## config.mk

```make
export PLATFORM = sky130hd
export DESIGN_NAME = id_ex_stage
export DESIGN_NICKNAME = d
export VERILOG_FILES = /design/src/rtl/id_ex_stage.sv
export SDC_FILE = /design/constraint.sdc
export NUM_CORES = 1
export LEC_CHECK = 0
export CAP_MARGIN = 20
export CORE_AREA = 2 2 151 138
export CTS_CLUSTER_DIAMETER = 100
export DETAILED_ROUTE_END_ITERATION = 8
export DIE_AREA = 0 0 153 140
export GPL_TIMING_DRIVEN = 0
export HOLD_SLACK_MARGIN = 0.03
export PLACE_DENSITY_LB_ADDON = 0.2
export SYNTH_ARGS = -nofsm -noshare
export SYNTH_HDL_FRONTEND = slang
export SYNTH_SLANG_ARGS = --single-unit
```

## constraint.sdc

```tcl
create_clock -name clk -period 2.6 [get_ports clk]
set_input_delay 0.39 -clock clk [delete_from_list [all_inputs] [get_ports clk]]
set_output_delay 0.39 -clock clk [all_outputs]
set_load 0.005 [all_outputs]
```

## src/rtl/id_ex_stage.sv

```systemverilog
// ID/EX pipeline register with load-use detection; 1-cycle ID->EX latency, bubbles on flush/load-use, holds on stall_ext.
// Optional bubble counter output enabled by defining ID_EX_PERF_CNT_EN.
module id_ex_stage #(
  parameter int XLEN    = 32,
  parameter int ALUOP_W = 4
) (
  input  logic               clk,
  input  logic               rst,
  input  logic               stall_ext,
  input  logic               flush,
  input  logic               id_valid,
  input  logic [XLEN-1:0]    id_pc,
  input  logic [XLEN-1:0]    id_rs1_data,
  input  logic [XLEN-1:0]    id_rs2_data,
  input  logic [XLEN-1:0]    id_imm,
  input  logic [4:0]         id_RS_1,
  input  logic [4:0]         id_RS_2,
  input  logic [4:0]         id_rd,
  input  logic               id_regWrite,
  input  logic               id_memRead,
  input  logic               id_memWrite,
  input  logic               id_memToReg,
  input  logic               id_aluSrc,
  input  logic [ALUOP_W-1:0] id_aluOp,
  output logic               ex_valid,
  output logic [XLEN-1:0]    ex_pc,
  output logic [XLEN-1:0]    ex_rs1_data,
  output logic [XLEN-1:0]    ex_rs2_data,
  output logic [XLEN-1:0]    ex_imm,
  output logic [4:0]         ex_RS_1,
  output logic [4:0]         ex_RS_2,
  output logic [4:0]         ex_rd,
  output logic               ex_regWrite,
  output logic               ex_memRead,
  output logic               ex_memWrite,
  output logic               ex_memToReg,
  output logic               ex_aluSrc,
  output logic [ALUOP_W-1:0] ex_aluOp,
  output logic               load_use_stall,
  output logic               pc_write,
`ifdef ID_EX_PERF_CNT_EN
  output logic [31:0]        bubble_count,
`endif
  output logic               ifid_write
);

  logic bubble;

  // Built only from EX registers and ID indices so flush/stall_ext never feed back into it.
  assign load_use_stall = ex_valid & ex_memRead & (ex_rd != 5'd0) & id_valid &
                          ((ex_rd == id_RS_1) | (ex_rd == id_RS_2));
  assign pc_write   = ~(load_use_stall | stall_ext);
  assign ifid_write = ~(load_use_stall | stall_ext);
  assign bubble     = ~stall_ext & (flush | load_use_stall);

  always_ff @(posedge clk) begin
    if (rst) begin
      ex_valid    <= 1'b0;
      ex_pc       <= '0;
      ex_rs1_data <= '0;
      ex_rs2_data <= '0;
      ex_imm      <= '0;
      ex_RS_1     <= '0;
      ex_RS_2     <= '0;
      ex_rd       <= '0;
      ex_regWrite <= 1'b0;
      ex_memRead  <= 1'b0;
      ex_memWrite <= 1'b0;
      ex_memToReg <= 1'b0;
      ex_aluSrc   <= 1'b0;
      ex_aluOp    <= '0;
    end else if (stall_ext) begin
      // hold every register
    end else if (bubble) begin
      // Data and index fields keep their old values; only control is squashed.
      ex_valid    <= 1'b0;
      ex_regWrite <= 1'b0;
      ex_memRead  <= 1'b0;
      ex_memWrite <= 1'b0;
      ex_memToReg <= 1'b0;
      ex_aluSrc   <= 1'b0;
      ex_aluOp    <= '0;
    end else begin
      ex_valid    <= id_valid;
      ex_pc       <= id_pc;
      ex_rs1_data <= id_rs1_data;
      ex_rs2_data <= id_rs2_data;
      ex_imm      <= id_imm;
      ex_RS_1     <= id_RS_1;
      ex_RS_2     <= id_RS_2;
      ex_rd       <= id_rd;
      ex_regWrite <= id_regWrite & id_valid;
      ex_memRead  <= id_memRead  & id_valid;
      ex_memWrite <= id_memWrite & id_valid;
      ex_memToReg <= id_memToReg & id_valid;
      ex_aluSrc   <= id_aluSrc   & id_valid;
      ex_aluOp    <= id_valid ? id_aluOp : '0;
    end
  end

`ifdef ID_EX_PERF_CNT_EN
  always_ff @(posedge clk) begin
    if (rst)         bubble_count <= '0;
    else if (bubble) bubble_count <= bubble_count + 32'd1;
  end
`endif

endmodule

```

# [Word-level counts from Yosys, hierarchy flattened]
# Index checks and enable logic that the tools add are counted.
[word_totals] ff_bits=153
[op_classes] n_eq_ne=2 mux=8 bitwise=16 n_reduce_logical=2
[ops] op="AND 1 bit" count=10
[ops] op="equality test 5 bit" count=2
[ops] op="2-to-1 mux 4 bit" count=2
[ops] op="2-to-1 mux 1 bit" count=6
[ops] op="nonzero test 5 bit" count=1
[ops] op="inverter 1 bit" count=3
[ops] op="OR 1 bit" count=3
[ops] op="AND reduction 2 bit" count=1

# [Logic depth before layout (Yosys ltp)]
# Gate-level depths: netlist of run 1.
[logic_depth] ltp_word=8 depth_mapped=8 mapped_depth_nobuf=5

# [Least setup slack after synthesis of run 1]
# OpenSTA, ideal clock, no wires.
[synth_timing] path_type="flip-flop to output port" start="reg ex_rd[4]" end="out pc_write" arrival_time_ns=1.726 required_ns=2.210 setup_slack_ns=0.484 stages_incl_launch_ff=7 path_cell_list="dfxtp_1 > or4_1 > o2111ai_2 > inv_2 > and2_1 > nor2_1 > buf_4"
[synth_via] elab_chain_len=6
[synth_lines] item="start: declaration" line="32" source="output logic [4:0] ex_rd,"
[synth_lines] item="start signal: assignment" line="91" source="ex_rd <= id_rd;"
[synth_lines] item="nonzero test 5 bit" line="50" source="assign load_use_stall = ex_valid & ex_memRead & (ex_rd != 5'd0) & id_valid &"
[synth_lines] item="AND 1 bit (2 in series)" line="50"
[synth_lines] item="AND 1 bit (*)" line="50"
[synth_lines] item="net load_use_stall" line="39" source="output logic load_use_stall,"
[synth_lines] item="OR 1 bit (*)"
[synth_lines] item="inverter 1 bit (*)"
[synth_lines] item="end: declaration" line="40" source="output logic pc_write,"
# The timed path passes the listed nets; every way through them passes the cells marked *.

# [Worst setup path in the final report of run 1]
[layout_timing] start="reg ex_rd[4]" end="out ifid_write"
[layout_via] elab_chain_len=6
[layout_lines] item="nonzero test 5 bit" line="50"
[layout_lines] item="AND 1 bit (2 in series)" line="50"
[layout_lines] item="AND 1 bit (*)" line="50"
[layout_lines] item="OR 1 bit (*)" line="53" source="assign ifid_write = ~(load_use_stall | stall_ext);"
[layout_lines] item="inverter 1 bit (*)" line="53"
[layout_lines] item="end: declaration" line="44" source="output logic ifid_write"
# Every way passes the cells marked *; elsewhere a longest branch is shown, timed or not.

==> results of run 1 <==
-- power breakdown --
part	internal [mW]	leakage [nW]	switching [mW]	total, mW
clock network	1.42	0.273	1.08	2.50
logic	0.880	3.01	0.625	1.50
registers	2.55	1.27	0.167	2.72
total	4.85	4.55	1.87	6.72
-- repair_timing --
item | CTS | global route
pin swaps | 3 | 5
setup buffers | 5 | 1
gates resized for setup | 25 | 15
endpoints found under the setup margin | 143 | 100
-- final timing paths --
check,end,slack (ns),from,cells after the start
setup / recovery,ifid_write,0.09,ex_rd[4],6
hold / removal,ex_aluOp[0],0.48,ex_aluOp[0],1
hold reg to reg,ex_aluOp[0],0.48,ex_aluOp[0],1
setup reg to reg,ex_pc[23],0.18,ex_rd[4],7
-- worst max-delay path, cell delays in order (launching register included) --
cell           delay (ns)
dfxtp_4              0.37
or4_4                0.55
o2111ai_4            0.22
inv_2                0.06
and2_4               0.16
nor2_4               0.10
dlygate4sd2_1        0.24
-- cell usage after synthesis, types with 2 or more instances --
library cell	n
buf_2	12
mux2i_1	143
nand2_1	145
a32oi_1	143
dfxtp_1	153
a22o_1	9
buf_1	14
inv_2	2
clkbuf_1	101
nor3b_1	286
nand3_1	2
xnor2_1	10
-- layer usage --
| metal | wire length, um | part of all wire, % | vias up |
|---|---|---|---|
| met3 | 2230 | 7.0 | 58 |
| li1 | - | - | 4578 |
| met4 | 963 | 3.0 | 0 |
| met2 | 14900 | 46 | 409 |
| met5 | 0 | 0 | - |
| met1 | 14000 | 44 | 4803 |
-- flip-flops by register name (all words and copies together) (netlist names) --
signal and cells:
ex_RS_1 5, ex_RS_2 5, ex_aluOp 4, ex_aluSrc 1
ex_imm 32, ex_memRead 1, ex_memToReg 1, ex_memWrite 1
ex_pc 32, ex_rd 5, ex_regWrite 1, ex_rs1_data 32
ex_rs2_data 32, ex_valid 1
-- cell families after synthesis --
group / after synthesis / synth area share, %
buffers and inverters: 131 / 5.54
AND/OR/NAND/NOR: 438 / 29.7
multiplexers: 143 / 15.5
XOR/XNOR: 10 / 0.951
flip-flops: 153 / 33.3
AO/OA/AOI/OAI: 156 / 15.1
-- layout make-up --
class / count / share of cell area, %
clock inverter: 14 / 1.12
multi-input combinational: 747 / 42.5
antenna: 1 / 0.0188
sequential: 153 / 23.0
tap: 255 / 2.39
buffer: 128 / 3.99
inverter: 3 / 0.0844
clock buffer: 18 / 3.22
timing repair buffer: 317 / 23.7
==> impl_results.md, run 1 <==
- Top_reg_cell synth: dfxtp_1
- Final Hold Slack: around 0.48 ns
- Class of the most critical hold timing path: register to register
- Ports: roughly 310
- Iter 0 DRT Violations: 606
- Critical path arrival: 2.12 ns
- Initial antenna violation count: 0
- Sequential cell area fraction in the yosys report: 33.3%
- Core box area: around 0.020 mm^2
- GP Congestion: ~0.81
- Power per cell area: about 500 mW/mm^2
- Global-route wire length before repair: roughly 50 mm
- Sum Neg Setup Slack: 0 ns
- Commonest non-fill, non-tap cell in the layout: clkdlybuf4s50_1
- Busiest metal layer after global routing: met2
- Post-route ant nets: 0
- Number of enable flip-flop cells after synthesis: 0
- Share of flip-flops with an asynchronous set or reset: 0%
- Setup slack after layout: about 0.086 ns
- Die W: 153 um
- Clock Pin Slew Worst Setup and Hold Paths: 0.07 ns
- Largest area contributor in the netlist: dfxtp_1
- Remaining global-route overflow: 0
- CTS tree: yes
- Clk_lat worst skew: about 0.43 ns
- I/O Buffers: ~310
- Layout Nets: 1524
- Final period utilization: about 97%
- Area of the multi-input gates: around 0.0057 mm^2
- Synth Cell Area: around 0.009 mm^2
- Vias in the first global route: about 9400
- Avg WL per Cell: approximately 20 um
- CP Capture Type: primary output
- H-Tree Level Count: 4
- Yosys cell types: 23
- Commonest cells after routing, fill and taps aside: clkdlybuf4s50_1 (306), nor3b_1 (286), dfxtp_1 (149), nand2_1 (145)
- Crit path required time: 2.21 ns
- Clk sinks: roughly 150
- Synth Instances: around 1000
- Layout cell share with drive strength beyond 1: ~5.3%
- Cell area after layout: between 0.01 and 0.015 mm^2
- Grt met2 use: 46.3%
- Via density: ~6.0
- Worst-path maximum fanout: 5
- M3 GR Usage: under 10%
- Power Total: just under 7 mW
- TritonCTS buffer count: 17
- Dpl cell area: 0.0126 mm^2
- CTS Buffer Depth: 2
- Final cell count without fillers: about 1600
- RSZ-0062 raised after global routing: no
- Top post-synthesis cells by area: dfxtp_1 (33%), nor3b_1 (23%), mux2i_1 (16%)
- Fin crit period: between 2 and 3 ns
- Place WS: -0.652 ns
- Layout area overhead: 44.9%
- Startpoint types: register
- Sequential Area: roughly 0.0031 mm^2
- Slew margin rel.: 42.0%
- Status: completed
- Overall routing resource usage: between 20 and 30%
- Num rows: 49
- Met1 Usage GRT: a little under two fifths
- Initial core utilization: a little under half
- Post-Syn Nets: between 1000 and 1500
- Leakage: 4.55 nW
- Fill count: roughly 1600
- IR Drop Worst-Case VDD: around 0.4 mV
- Worst slew pin tran: between 0.8 and 0.9 ns
- Setup Viol. Count Final: 0
- DR pass1 iterations: 5
- Slew Viols, Final: 0
- Die Y: 140 um
- # DRC: 0
- Fin util: roughly two thirds
- Routed via count: ~10000
- Hold Fails Final Rpt: 0
- Top cell type's share of synthesized area: 33.3%
- Post-DP HPWL: ~22 mm
- Post-Route WL: 32.1 mm
- Largest net degree at the start of global routing: 17
- Clock skew: 0.00928 ns
- Placed Cells incl. Taps: ~1600
- CP Class: register to primary output
- Synth warn: 0
- Post-CTS Hold Fix Bufs: 0
- Clk root buf: clkbuf_16
- Die ar.: between 0.02 and 0.025 mm^2
- FMAX: between 300 and 400 MHz
- Syn avg cell area: roughly 8.9 um^2
- Maxcap violations: 0
- #FFs+latches synth: between 150 and 200
No activity file was read; power rests on OpenSTA's default activity.
==> inputs of run 2 (changes only) <==
SETUP_SLACK_MARGIN = 0.1   (was unset)
==> impl_results.md, run 2 (synthesis gave the netlist of run 1 again) <==
- Final period utilization: ~94%
- Slew Viols, Final: 0
- Vias in the first global route: approximately 9400
- Via density: approximately 6
- GP Congestion: between 0.8 and 0.9
- Leakage: ~4.6 nW
- Core box area: between 0.015 and 0.02 mm^2
- CP Class: register to primary output
- Layout Nets: 1524
- Clock skew: between 0.009 and 0.01 ns
- Hold Fails Final Rpt: 0
- Startpoint types: register
- Die Y: approximately 140 um
- Layout area overhead: 45.0%
- RSZ-0062 raised after global routing: yes
- Final Hold Slack: around 0.48 ns
- FMAX: around 400 MHz
- Place WS: -0.652 ns
- Clock Pin Slew Worst Setup and Hold Paths: around 0.070 ns
- # diodes: 0
- Fin crit period: 2.45 ns
- Setup slack after layout: about 0.15 ns
- IR Drop Worst-Case VDD: slightly below 0.4 mV
- Power per cell area: between 500 and 600 mW/mm^2
- Clk_lat worst skew: between 0.4 and 0.5 ns
- Worst-path maximum fanout: 4
- Commonest non-fill, non-tap cell in the layout: clkdlybuf4s50_1
- Post-Route WL: roughly 32 mm
- Iter 0 DRT Violations: between 600 and 700
- Commonest cells after routing, fill and taps aside: clkdlybuf4s50_1 (306), nor3b_1 (286), dfxtp_1 (149), nand2_1 (145)
- Final cell count without fillers: approximately 1600
- Post-CTS Hold Fix Bufs: 0
- Initial antenna violation count: 0
- Critical path arrival: between 2 and 2.5 ns
- Clk root buf: clkbuf_16
- Worst slew pin tran: slightly above 0.9 ns
- Sum Neg Setup Slack: 0 ns
- H-Tree Level Count: 4
- Fin util: 67.5%
- Slew margin rel.: slightly below 40%
- Largest net degree at the start of global routing: 17
- Routed via count: between 9000 and 10000
- Clk sinks: ~150
- Global-route wire length before repair: approximately 50 mm
- Die ar.: roughly 0.021 mm^2
- Class of the most critical hold timing path: register to register
- DR pass1 iterations: 5
- # DRC: 0
- Maxcap violations: 0
- Fill count: 1608
- Num rows: 49
- Setup Viol. Count Final: 0
- Ports: 313
- Remaining global-route overflow: 0
- Post-DP HPWL: roughly 22 mm
- CTS Buffer Depth: 2
- Avg WL per Cell: between 15 and 20 um
- Post-route ant nets: 0
- Initial core utilization: between 40 and 50%
- Status: completed
- Die W: between 150 and 200 um
- I/O Buffers: around 310
- CTS tree: yes
- CP Capture Type: primary output
- Crit path required time: ~2.2 ns
- Placed Cells incl. Taps: 1597
- Overall routing resource usage: between 20% and 30%
- TritonCTS buffer count: 17
- Layout cell share with drive strength beyond 1: under 10%
-- run 2: cell count changes in the layout (fill, tap and decap cells not counted), moves of 2 or more --
cell and delta:
dlymetal6s2s_1 -2, clkbuf_2 +7, buf_6 +2, clkbuf_1 -5
buf_1 -4, clkbuf_4 +3
-- run 2: final timing paths --
path	end	slack, ns	cells after the start	from
worst min-delay path	ex_aluOp[0]	0.48	1	ex_aluOp[0]
worst max-delay path	pc_write	0.15	7	ex_rd[0]
worst max register to register	ex_imm[13]	0.20	7	ex_rd[0]
worst min register to register	ex_aluOp[0]	0.48	1	ex_aluOp[0]
-- run 2: metal layers --
layer | GRT usage (%) | vias to the layer above | wire length, um
li1 | - | 4576 | -
met1 | 38.2 | 4751 | 14100
met2 | 45.9 | 419 | 14800
met3 | 5.57 | 65 | 2210
met4 | 11.0 | 0 | 1100
met5 | 0 | - | 0
-- run 2: report_power, final --
part           leakage (nW)  total (mW)  switching, mW  internal, mW
clock network         0.273        2.50           1.08          1.42
registers              1.27        2.72          0.166          2.55
logic                  3.02        1.51          0.629         0.883
-- run 2: critical path, cell delays in order (launching register included) --
cell and delay, ns:
dfxtp_4 0.37, or4_4 0.54, o2111ai_4 0.23, inv_2 0.06
and2_4 0.16, nor2_4 0.09, buf_6 0.10, buf_6 0.08
-- run 2: metrics by stage --
step,power [mW],cell area (um^2)
4_1_cts,6.74,13300
6_report,6.73,13400
2_1_floorplan,3.39,9210
3_5_place_dp,4.23,12600
5_1_grt,6.96,13400
3_3_place_gp,4.21,12600
-- run 2: layout make-up --
class,count,area (um^2),area share [%]
multi-input cells,747,5670,42.4
inverters,3,11.3,0.0843
clock inverters,14,149,1.11
flip-flops and latches,153,3080,23.0
well taps,255,319,2.39
repair buffers,318,3160,23.6
clock buffers,18,429,3.21
plain buffers,127,549,4.11
-- run 2: timing repair --
| item | 4_1_cts | 5_1_grt |
|---|---|---|
| pin swaps | 4 | 4 |
| buffers inserted | 7 | 0 |
| setup endpoints to repair | 146 | 141 |
| cloned | 0 | 0 |
| gates resized for setup | 32 | 29 |
